--- src/rtl/layernorm_post_norm_pkg.sv ---
// Shared constants and FSM state type for the layernorm post-normalisation stage.
package layernorm_pkg;

    localparam int DATA_W = 16;
    localparam int FRAC_W = 10;
    localparam int N_ELEM = 16;

    localparam logic [DATA_W-1:0] Q_ONE   = 16'h0400;
    localparam logic [DATA_W-1:0] SAT_MAX = 16'h7FFF;
    localparam logic [DATA_W-1:0] SAT_MIN = 16'h8000;

    typedef enum logic [1:0] {
        IDLE    = 2'd0,
        COMPUTE = 2'd1,
        DRAIN   = 2'd2,
        DONE    = 2'd3
    } ln_state_e;

endpackage

--- src/rtl/layernorm_post_norm_if.sv ---
// Vector handshake bundle between the 1/sigma stage, this block and its consumer.
interface layernorm_post_norm_if #(
    parameter int N_ELEM = layernorm_pkg::N_ELEM,
    parameter int DATA_W = layernorm_pkg::DATA_W
);
    logic                     in_valid;
    logic                     in_ready;
    logic [DATA_W-1:0]        inv_sigma_in;
    logic [DATA_W-1:0]        mean_in;
    logic [N_ELEM*DATA_W-1:0] diff_vec_in;
    logic                     out_valid;
    logic [N_ELEM*DATA_W-1:0] y_vec_out;
    logic [DATA_W-1:0]        mean_out;

    modport master (
        output in_valid, inv_sigma_in, mean_in, diff_vec_in,
        input  in_ready, out_valid, y_vec_out, mean_out
    );

    modport slave (
        input  in_valid, inv_sigma_in, mean_in, diff_vec_in,
        output in_ready, out_valid, y_vec_out, mean_out
    );
endinterface

--- src/rtl/layernorm_post_norm_mul.sv ---
// Q5.10 signed multiply: full product, round half up, arithmetic shift, saturate.
module q5_10_mul_sat
    import layernorm_pkg::*;
#(
    parameter int W = DATA_W,
    parameter int F = FRAC_W
) (
    input  logic signed [W-1:0] a_i,
    input  logic signed [W-1:0] b_i,
    output logic signed [W-1:0] p_o
);
    localparam logic signed [2*W-1:0] HALF = (2*W)'(1 << (F-1));
    localparam logic signed [2*W-1:0] MAXV = (2*W)'((1 << (W-1)) - 1);
    localparam logic signed [2*W-1:0] MINV = -MAXV - (2*W)'(1);

    logic signed [2*W-1:0] prod;
    logic signed [2*W-1:0] rnd;
    logic signed [2*W-1:0] shr;

    always_comb begin
        prod = a_i * b_i;
        rnd  = prod + HALF;
        shr  = rnd >>> F;
        if (shr > MAXV)
            p_o = {1'b0, {(W-1){1'b1}}};
        else if (shr < MINV)
            p_o = {1'b1, {(W-1){1'b0}}};
        else
            p_o = shr[W-1:0];
    end
endmodule

--- src/rtl/layernorm_post_norm.sv ---
// Post-norm stage: y_i = gamma_i * (diff_i * inv_sigma) + beta_i over a 2-stage pipeline.
// Define LN_AFFINE_EN to build the gamma/beta register file and its write port.
module layernorm_post_norm
    import layernorm_pkg::*;
#(
    parameter int N_ELEM = layernorm_pkg::N_ELEM,
    parameter int DATA_W = layernorm_pkg::DATA_W,
    parameter int FRAC_W = layernorm_pkg::FRAC_W
) (
    input  logic clk,
    input  logic rst_n,
    layernorm_post_norm_if.slave bus
`ifdef LN_AFFINE_EN
    ,
    input  logic              param_we,
    input  logic              param_sel,
    input  logic [3:0]        param_addr,
    input  logic [DATA_W-1:0] param_wdata,
    output logic              param_err
`endif
);
    ln_state_e                       state_q;
    logic [3:0]                      cnt_q;
    logic                            drain_q;
    logic                            in_ready_q;
    logic                            out_valid_q;
    logic [DATA_W-1:0]               inv_q;
    logic [DATA_W-1:0]               mean_q;
    logic [DATA_W-1:0]               mean_out_q;
    logic [N_ELEM-1:0][DATA_W-1:0]   diff_q;
    logic [N_ELEM-1:0][DATA_W-1:0]   res_q;
    logic [N_ELEM-1:0][DATA_W-1:0]   y_q;

    logic                            v1_q;
    logic [3:0]                      idx1_q;
    logic signed [DATA_W-1:0]        n_q;
    logic signed [DATA_W-1:0]        n_d;
    logic signed [DATA_W-1:0]        y2_d;
    logic signed [DATA_W-1:0]        diff_sel;
    logic                            xfer;

    assign xfer     = bus.in_valid && in_ready_q;
    assign diff_sel = diff_q[cnt_q];

    assign bus.in_ready  = in_ready_q;
    assign bus.out_valid = out_valid_q;
    assign bus.y_vec_out = y_q;
    assign bus.mean_out  = mean_out_q;

    always_ff @(posedge clk or negedge rst_n) begin
        if (!rst_n) begin
            state_q     <= IDLE;
            cnt_q       <= '0;
            drain_q     <= 1'b0;
            in_ready_q  <= 1'b1;
            out_valid_q <= 1'b0;
            inv_q       <= '0;
            mean_q      <= '0;
            mean_out_q  <= '0;
            diff_q      <= '0;
            y_q         <= '0;
        end else begin
            out_valid_q <= 1'b0;
            case (state_q)
                IDLE, DONE: begin
                    if (xfer) begin
                        inv_q      <= bus.inv_sigma_in;
                        mean_q     <= bus.mean_in;
                        diff_q     <= bus.diff_vec_in;
                        cnt_q      <= '0;
                        in_ready_q <= 1'b0;
                        state_q    <= COMPUTE;
                    end else begin
                        state_q    <= IDLE;
                    end
                end
                COMPUTE: begin
                    if (cnt_q == 4'(N_ELEM-1)) begin
                        cnt_q   <= '0;
                        drain_q <= 1'b0;
                        state_q <= DRAIN;
                    end else begin
                        cnt_q   <= cnt_q + 4'd1;
                    end
                end
                DRAIN: begin
                    // Second drain cycle: the last element has just landed in res_q.
                    if (drain_q) begin
                        drain_q     <= 1'b0;
                        y_q         <= res_q;
                        mean_out_q  <= mean_q;
                        out_valid_q <= 1'b1;
                        in_ready_q  <= 1'b1;
                        state_q     <= DONE;
                    end else begin
                        drain_q     <= 1'b1;
                    end
                end
                default: begin
                    in_ready_q <= 1'b1;
                    state_q    <= IDLE;
                end
            endcase
        end
    end

    q5_10_mul_sat #(.W(DATA_W), .F(FRAC_W)) u_mul_norm (
        .a_i (diff_sel),
        .b_i (inv_q),
        .p_o (n_d)
    );

    always_ff @(posedge clk or negedge rst_n) begin
        if (!rst_n) begin
            v1_q   <= 1'b0;
            idx1_q <= '0;
            n_q    <= '0;
            res_q  <= '0;
        end else begin
            v1_q   <= (state_q == COMPUTE);
            idx1_q <= cnt_q;
            n_q    <= n_d;
            if (v1_q)
                res_q[idx1_q] <= y2_d;
        end
    end

`ifdef LN_AFFINE_EN
    logic [N_ELEM-1:0][DATA_W-1:0] gamma_q;
    logic [N_ELEM-1:0][DATA_W-1:0] beta_q;
    logic                          param_err_q;
    logic signed [DATA_W-1:0]      gn_d;
    logic signed [DATA_W-1:0]      beta_sel;
    logic signed [DATA_W:0]        sum_d;

    genvar gi;
    generate
        for (gi = 0; gi < N_ELEM; gi++) begin : g_param
            always_ff @(posedge clk or negedge rst_n) begin
                if (!rst_n) begin
                    gamma_q[gi] <= Q_ONE;
                    beta_q[gi]  <= '0;
                end else if (param_we && state_q == IDLE && param_addr == 4'(gi)) begin
                    if (param_sel)
                        beta_q[gi]  <= param_wdata;
                    else
                        gamma_q[gi] <= param_wdata;
                end
            end
        end
    endgenerate

    // Writes outside IDLE would race the pipeline, so they are dropped and flagged.
    always_ff @(posedge clk or negedge rst_n) begin
        if (!rst_n)
            param_err_q <= 1'b0;
        else if (param_we && state_q != IDLE)
            param_err_q <= 1'b1;
    end
    assign param_err = param_err_q;

    q5_10_mul_sat #(.W(DATA_W), .F(FRAC_W)) u_mul_gamma (
        .a_i (gamma_q[idx1_q]),
        .b_i (n_q),
        .p_o (gn_d)
    );

    assign beta_sel = beta_q[idx1_q];

    always_comb begin
        sum_d = {gn_d[DATA_W-1], gn_d} + {beta_sel[DATA_W-1], beta_sel};
        if (!sum_d[DATA_W] && sum_d[DATA_W-1])
            y2_d = SAT_MAX;
        else if (sum_d[DATA_W] && !sum_d[DATA_W-1])
            y2_d = SAT_MIN;
        else
            y2_d = sum_d[DATA_W-1:0];
    end
`else
    assign y2_d = n_q;
`endif

endmodule

--- src/flat_wrapper.sv ---
// flat-port wrapper written by rule: the top's interface ports become plain ports
module layernorm_post_norm_flat import layernorm_pkg::*;
#(
    parameter int N_ELEM = layernorm_pkg::N_ELEM,
    parameter int DATA_W = layernorm_pkg::DATA_W,
    parameter int FRAC_W = layernorm_pkg::FRAC_W
)
  (clk, rst_n, bus_in_valid, bus_inv_sigma_in, bus_mean_in, bus_diff_vec_in, bus_in_ready, bus_out_valid, bus_y_vec_out, bus_mean_out);
  layernorm_post_norm_if #(.N_ELEM(N_ELEM), .DATA_W(DATA_W)) bus_i ();
  input  logic clk;
  input  logic rst_n;
  input wire logic [$bits(bus_i.in_valid)-1:0] bus_in_valid;
  input wire logic [$bits(bus_i.inv_sigma_in)-1:0] bus_inv_sigma_in;
  input wire logic [$bits(bus_i.mean_in)-1:0] bus_mean_in;
  input wire logic [$bits(bus_i.diff_vec_in)-1:0] bus_diff_vec_in;
  output wire logic [$bits(bus_i.in_ready)-1:0] bus_in_ready;
  output wire logic [$bits(bus_i.out_valid)-1:0] bus_out_valid;
  output wire logic [$bits(bus_i.y_vec_out)-1:0] bus_y_vec_out;
  output wire logic [$bits(bus_i.mean_out)-1:0] bus_mean_out;
  assign bus_i.in_valid = bus_in_valid;
  assign bus_i.inv_sigma_in = bus_inv_sigma_in;
  assign bus_i.mean_in = bus_mean_in;
  assign bus_i.diff_vec_in = bus_diff_vec_in;
  assign bus_in_ready = bus_i.in_ready;
  assign bus_out_valid = bus_i.out_valid;
  assign bus_y_vec_out = bus_i.y_vec_out;
  assign bus_mean_out = bus_i.mean_out;
  layernorm_post_norm #(.N_ELEM(N_ELEM), .DATA_W(DATA_W), .FRAC_W(FRAC_W)) u_core (.clk(clk), .rst_n(rst_n), .bus(bus_i));
endmodule
--- config.mk ---
export PLATFORM = sky130hd
export DESIGN_NAME = layernorm_post_norm_flat
export DESIGN_NICKNAME = d
export VERILOG_FILES = /design/src/rtl/layernorm_post_norm_pkg.sv /design/src/rtl/layernorm_post_norm_if.sv /design/src/rtl/layernorm_post_norm_mul.sv /design/src/rtl/layernorm_post_norm.sv /design/src/flat_wrapper.sv
export SDC_FILE = /design/constraint.sdc
export NUM_CORES = 2
export LEC_CHECK = 0
export BUFFER_PORTS_ARGS = -buffer_cell sky130_fd_sc_hd__buf_2
export CAP_MARGIN = 30
export CORE_ASPECT_RATIO = 0.7
export CORE_MARGIN = 3
export CORE_UTILIZATION = 40
export CTS_BUF_LIST = sky130_fd_sc_hd__clkbuf_4
export CTS_CLUSTER_DIAMETER = 80
export CTS_CLUSTER_SIZE = 10
export DETAILED_ROUTE_END_ITERATION = 10
export GPL_TIMING_DRIVEN = 0
export PLACE_DENSITY = 0.62
export SLEW_MARGIN = 20
export SYNTH_ARGS = -nofsm -noshare
export SYNTH_HDL_FRONTEND = slang
export SYNTH_SLANG_ARGS = --single-unit
--- constraint.sdc ---
create_clock -name clk -period 27.2 [get_ports clk]
set_clock_uncertainty 0.1 [all_clocks]
set_input_delay 2.72 -clock clk [delete_from_list [all_inputs] [get_ports clk]]
set_output_delay 2.72 -clock clk [all_outputs]
set_load 0.01 [all_outputs]
==> flow_summary.yaml <==
routing:
  dr.pass1.iters: 5
  vias: 27200
  route.detailed.drc: 0
  drt-total-wl_mm: 128
  ant_nets: 0
  viasPerCell: 5.18
  initialDrtViolationCount: 1637
  wl_per_cell_microns: 24.3
logic_synthesis:
  yosysUniqueCellTypes: 64
  synth-edff-count: 0
  async_flop_share_pct: 100
  ys_warn_count: 0
  ys_seq_area_share_pct: 49.0
  ys_ff_latch: 846
  syn_area_sq_mm: 0.0432
  synth_fp_nets: 3739
  syn_area_per_cell_sq_um: 13.9
  synthCells: 3105
  synth_ff_type: "dfrtp_1"
setup_path:
  cp_top_family: "adder cells"
  criticalPathCategory: "reg2reg"
  end_kind: "register"
  r2r_slack_ns: 16.80
  slowest_stage: "clkbuf_1"
  critPathMaxFanout: 10
  worstPathArrival_ns: 11.19
  cp_slowest_stage_delay_ns: 0.86
  path_buf_inv: 9
  startpoint_type: "register"
  cp_common_cell: "fa_1"
  cp.required_ns: 27.99
cts:
  clock_path_buffers: 3
  htreeDepth: 3
  postCtsSetupBuffers: 0
  clockRootBuffer: "clkbuf_4"
  clkSinkCount: 846
  cts_hold_buf: 0
  cts_made_buffers: 95
  clock_latency_ns: 1.05
  path_clk_slew_ns: 0.13
  cts_tree: "yes"
  cts_resized: 0
sta:
  setup_viol: 0
  post-route-period-util_pct: 38.2
  tightest_slew_ns: 1.07
  grt_setup_unrepaired: "no"
  min_period_ns: 10.40
  fmaxAchievable_mhz: 96.2
  slew_headroom_pct: 28.4
  fin_setup_tns_ns: 0
  setup_ws_ns: 16.80
  final_max_slew_viol_count: 0
  hold_violations: 0
finish:
  fillers: 9764
  final_cell_mix: "dfrtp_1, mux2_2, buf_2"
  area_growth_pct: 13.7
  finalNetCount: 4416
  final_common_cell: "dfrtp_1"
  layout-drive-gt1-share_pct: 42.4
die:
  dieArea_sq_mm: 0.112
  die_x_microns: 399
  fp-row-count: 100
  start_util_pct: 40.5
  io_pins: 565
  core_area_sq_mm: 0.107
  chipHeight_microns: 281
global_route:
  grt_usage_pct: 23.0
  antenna_found_initial: 43
  grt_pass1_vias: 28400
  grt_max_degree: 144
  overflow: 0
  grt_pass1_wl_mm: 190
job:
  max-cap-violations: 0
placement:
  numPortBuffers: 564
  pre_cts_ws_ns: 16.60
  dpl.hpwl_mm: 98.9
  gp_congestion: 0.896
outcome:
  status: "complete, no violations"
min_path:
  hp-class: "reg2reg"
metrics by stage:
stage	utilization [%]	cells	hold WS [ns]	area (sq um)
final	46.1	5259	0.372	49200
after global routing	46.1	5257	0.359	49200
after CTS	46.0	5227	0.368	49100
after detailed placement	45.1	5111	0.348	48100
after global placement	44.8	5097	0.352	47900
after floorplan	-	3105	0.249	43200
flip-flops by register name, summed over array words and instances, names as in the netlist:
name and flops:
u_core.cnt_q 4, u_core.n_q 16, u_core.drain_q 1, u_core.diff_q 256
u_core.v1_q 1, u_core.mean_q 16, u_core.state_q 2, u_core.bus.mean_out 16
u_core.idx1_q 4, u_core.bus.out_valid 1, u_core.bus.in_ready 1, u_core.res_q 256
u_core.bus.y_vec_out 256, u_core.inv_q 16
routing by layer:
metal  vias to the layer above  global-route usage (%)  routed length, microns
met5                         -                       0                     121
met4                        20                    6.41                    3170
met3                       188                    6.15                    9470
met2                       812                    33.7                   56300
met1                     14400                    33.5                   58800
li1                      11800                       -                       -
kinds of logic after synthesis:
group           synth area share [%]
xor+xnor                       0.608
buf+inv                         4.23
compound gates                  1.90
flops                           49.0
mux                             25.3
fa+ha+maj                       14.5
simple gates                    4.53
area by class of cell:
| cell class | count | area, sq um | share of cell area (%) |
|---|---|---|---|
| clock buffers | 107 | 803 | 1.63 |
| flip-flops and latches | 846 | 21200 | 43.0 |
| clock inverters | 9 | 144 | 0.293 |
| well taps | 1428 | 1790 | 3.63 |
| multi-input cells | 1784 | 20200 | 41.2 |
| plain buffers | 163 | 659 | 1.34 |
| diodes | 30 | 75.1 | 0.153 |
| repair buffers | 580 | 3130 | 6.37 |
| inverters | 312 | 1170 | 2.38 |
worst reg2reg max path, cell delays in order (launching register included):
cell	delay, ns
dfrtp_1	0.45
buf_2	0.25
clkbuf_1	0.50
clkbuf_1	0.86
mux4_2	0.37
mux4_2	0.37
clkbuf_1	0.47
nand2_1	0.19
fa_1	0.59
inv_1	0.17
fa_1	0.86
inv_1	0.24
fa_1	0.53
fa_1	0.57
fa_1	0.43
fa_1	0.59
inv_1	0.08
ha_1	0.26
clkbuf_1	0.20
and3_1	0.26
a221o_1	0.32
a21o_1	0.21
or2_2	0.27
o21ai_0	0.14
a21oi_1	0.08
o41a_4	0.54
buf_6	0.16
a21o_1	0.16
final timing paths:
kind,startpoint,to,depth (start not counted)
max,u_core.cnt_q[1],u_core.n_q[12],27
min,u_core.res_q[125],u_core.bus.y_vec_out[125],1
max reg2reg,u_core.cnt_q[1],u_core.n_q[12],27
min reg2reg,u_core.res_q[125],u_core.bus.y_vec_out[125],1
max in group asynchronous,rst_n,u_core.bus.y_vec_out[74],4
min in group asynchronous,rst_n,u_core.bus.y_vec_out[103],1
cells in the mapped netlist, types with 2 or more instances:
master,instances,share of area [%]
a22oi_1,6,0.10
nand3b_1,3,0.052
a221o_1,2,0.046
or2_2,4,0.058
nand3_2,2,0.046
mux2_2,816,21
xor2_1,9,0.18
ha_1,81,2.3
a21o_1,30,0.52
buf_4,3,0.052
nor3b_1,3,0.052
and2_1,123,1.8
a21oi_1,28,0.32
a31oi_1,6,0.087
or3_1,4,0.058
o31ai_1,3,0.052
o21ai_1,3,0.035
buf_2,8,0.093
nor2_1,39,0.34
o21ai_0,20,0.23
and3_1,7,0.10
nand3_1,19,0.22
nand2b_1,7,0.10
mux2i_1,18,0.42
fa_1,262,12
nor2b_1,7,0.10
a311oi_1,2,0.041
inv_1,310,2.7
o2111a_1,2,0.052
o21a_1,3,0.052
nor3_1,5,0.058
mux4_2,70,3.6
nand2_1,149,1.3
xnor2_1,21,0.43
clkbuf_1,127,1.1
buf_1,23,0.20
dfrtp_1,845,49
nand4_1,9,0.13
Power is left out: the tool's default activity adds up to more than one toggle a clock period on the data nets, which glitch-free logic cannot reach.
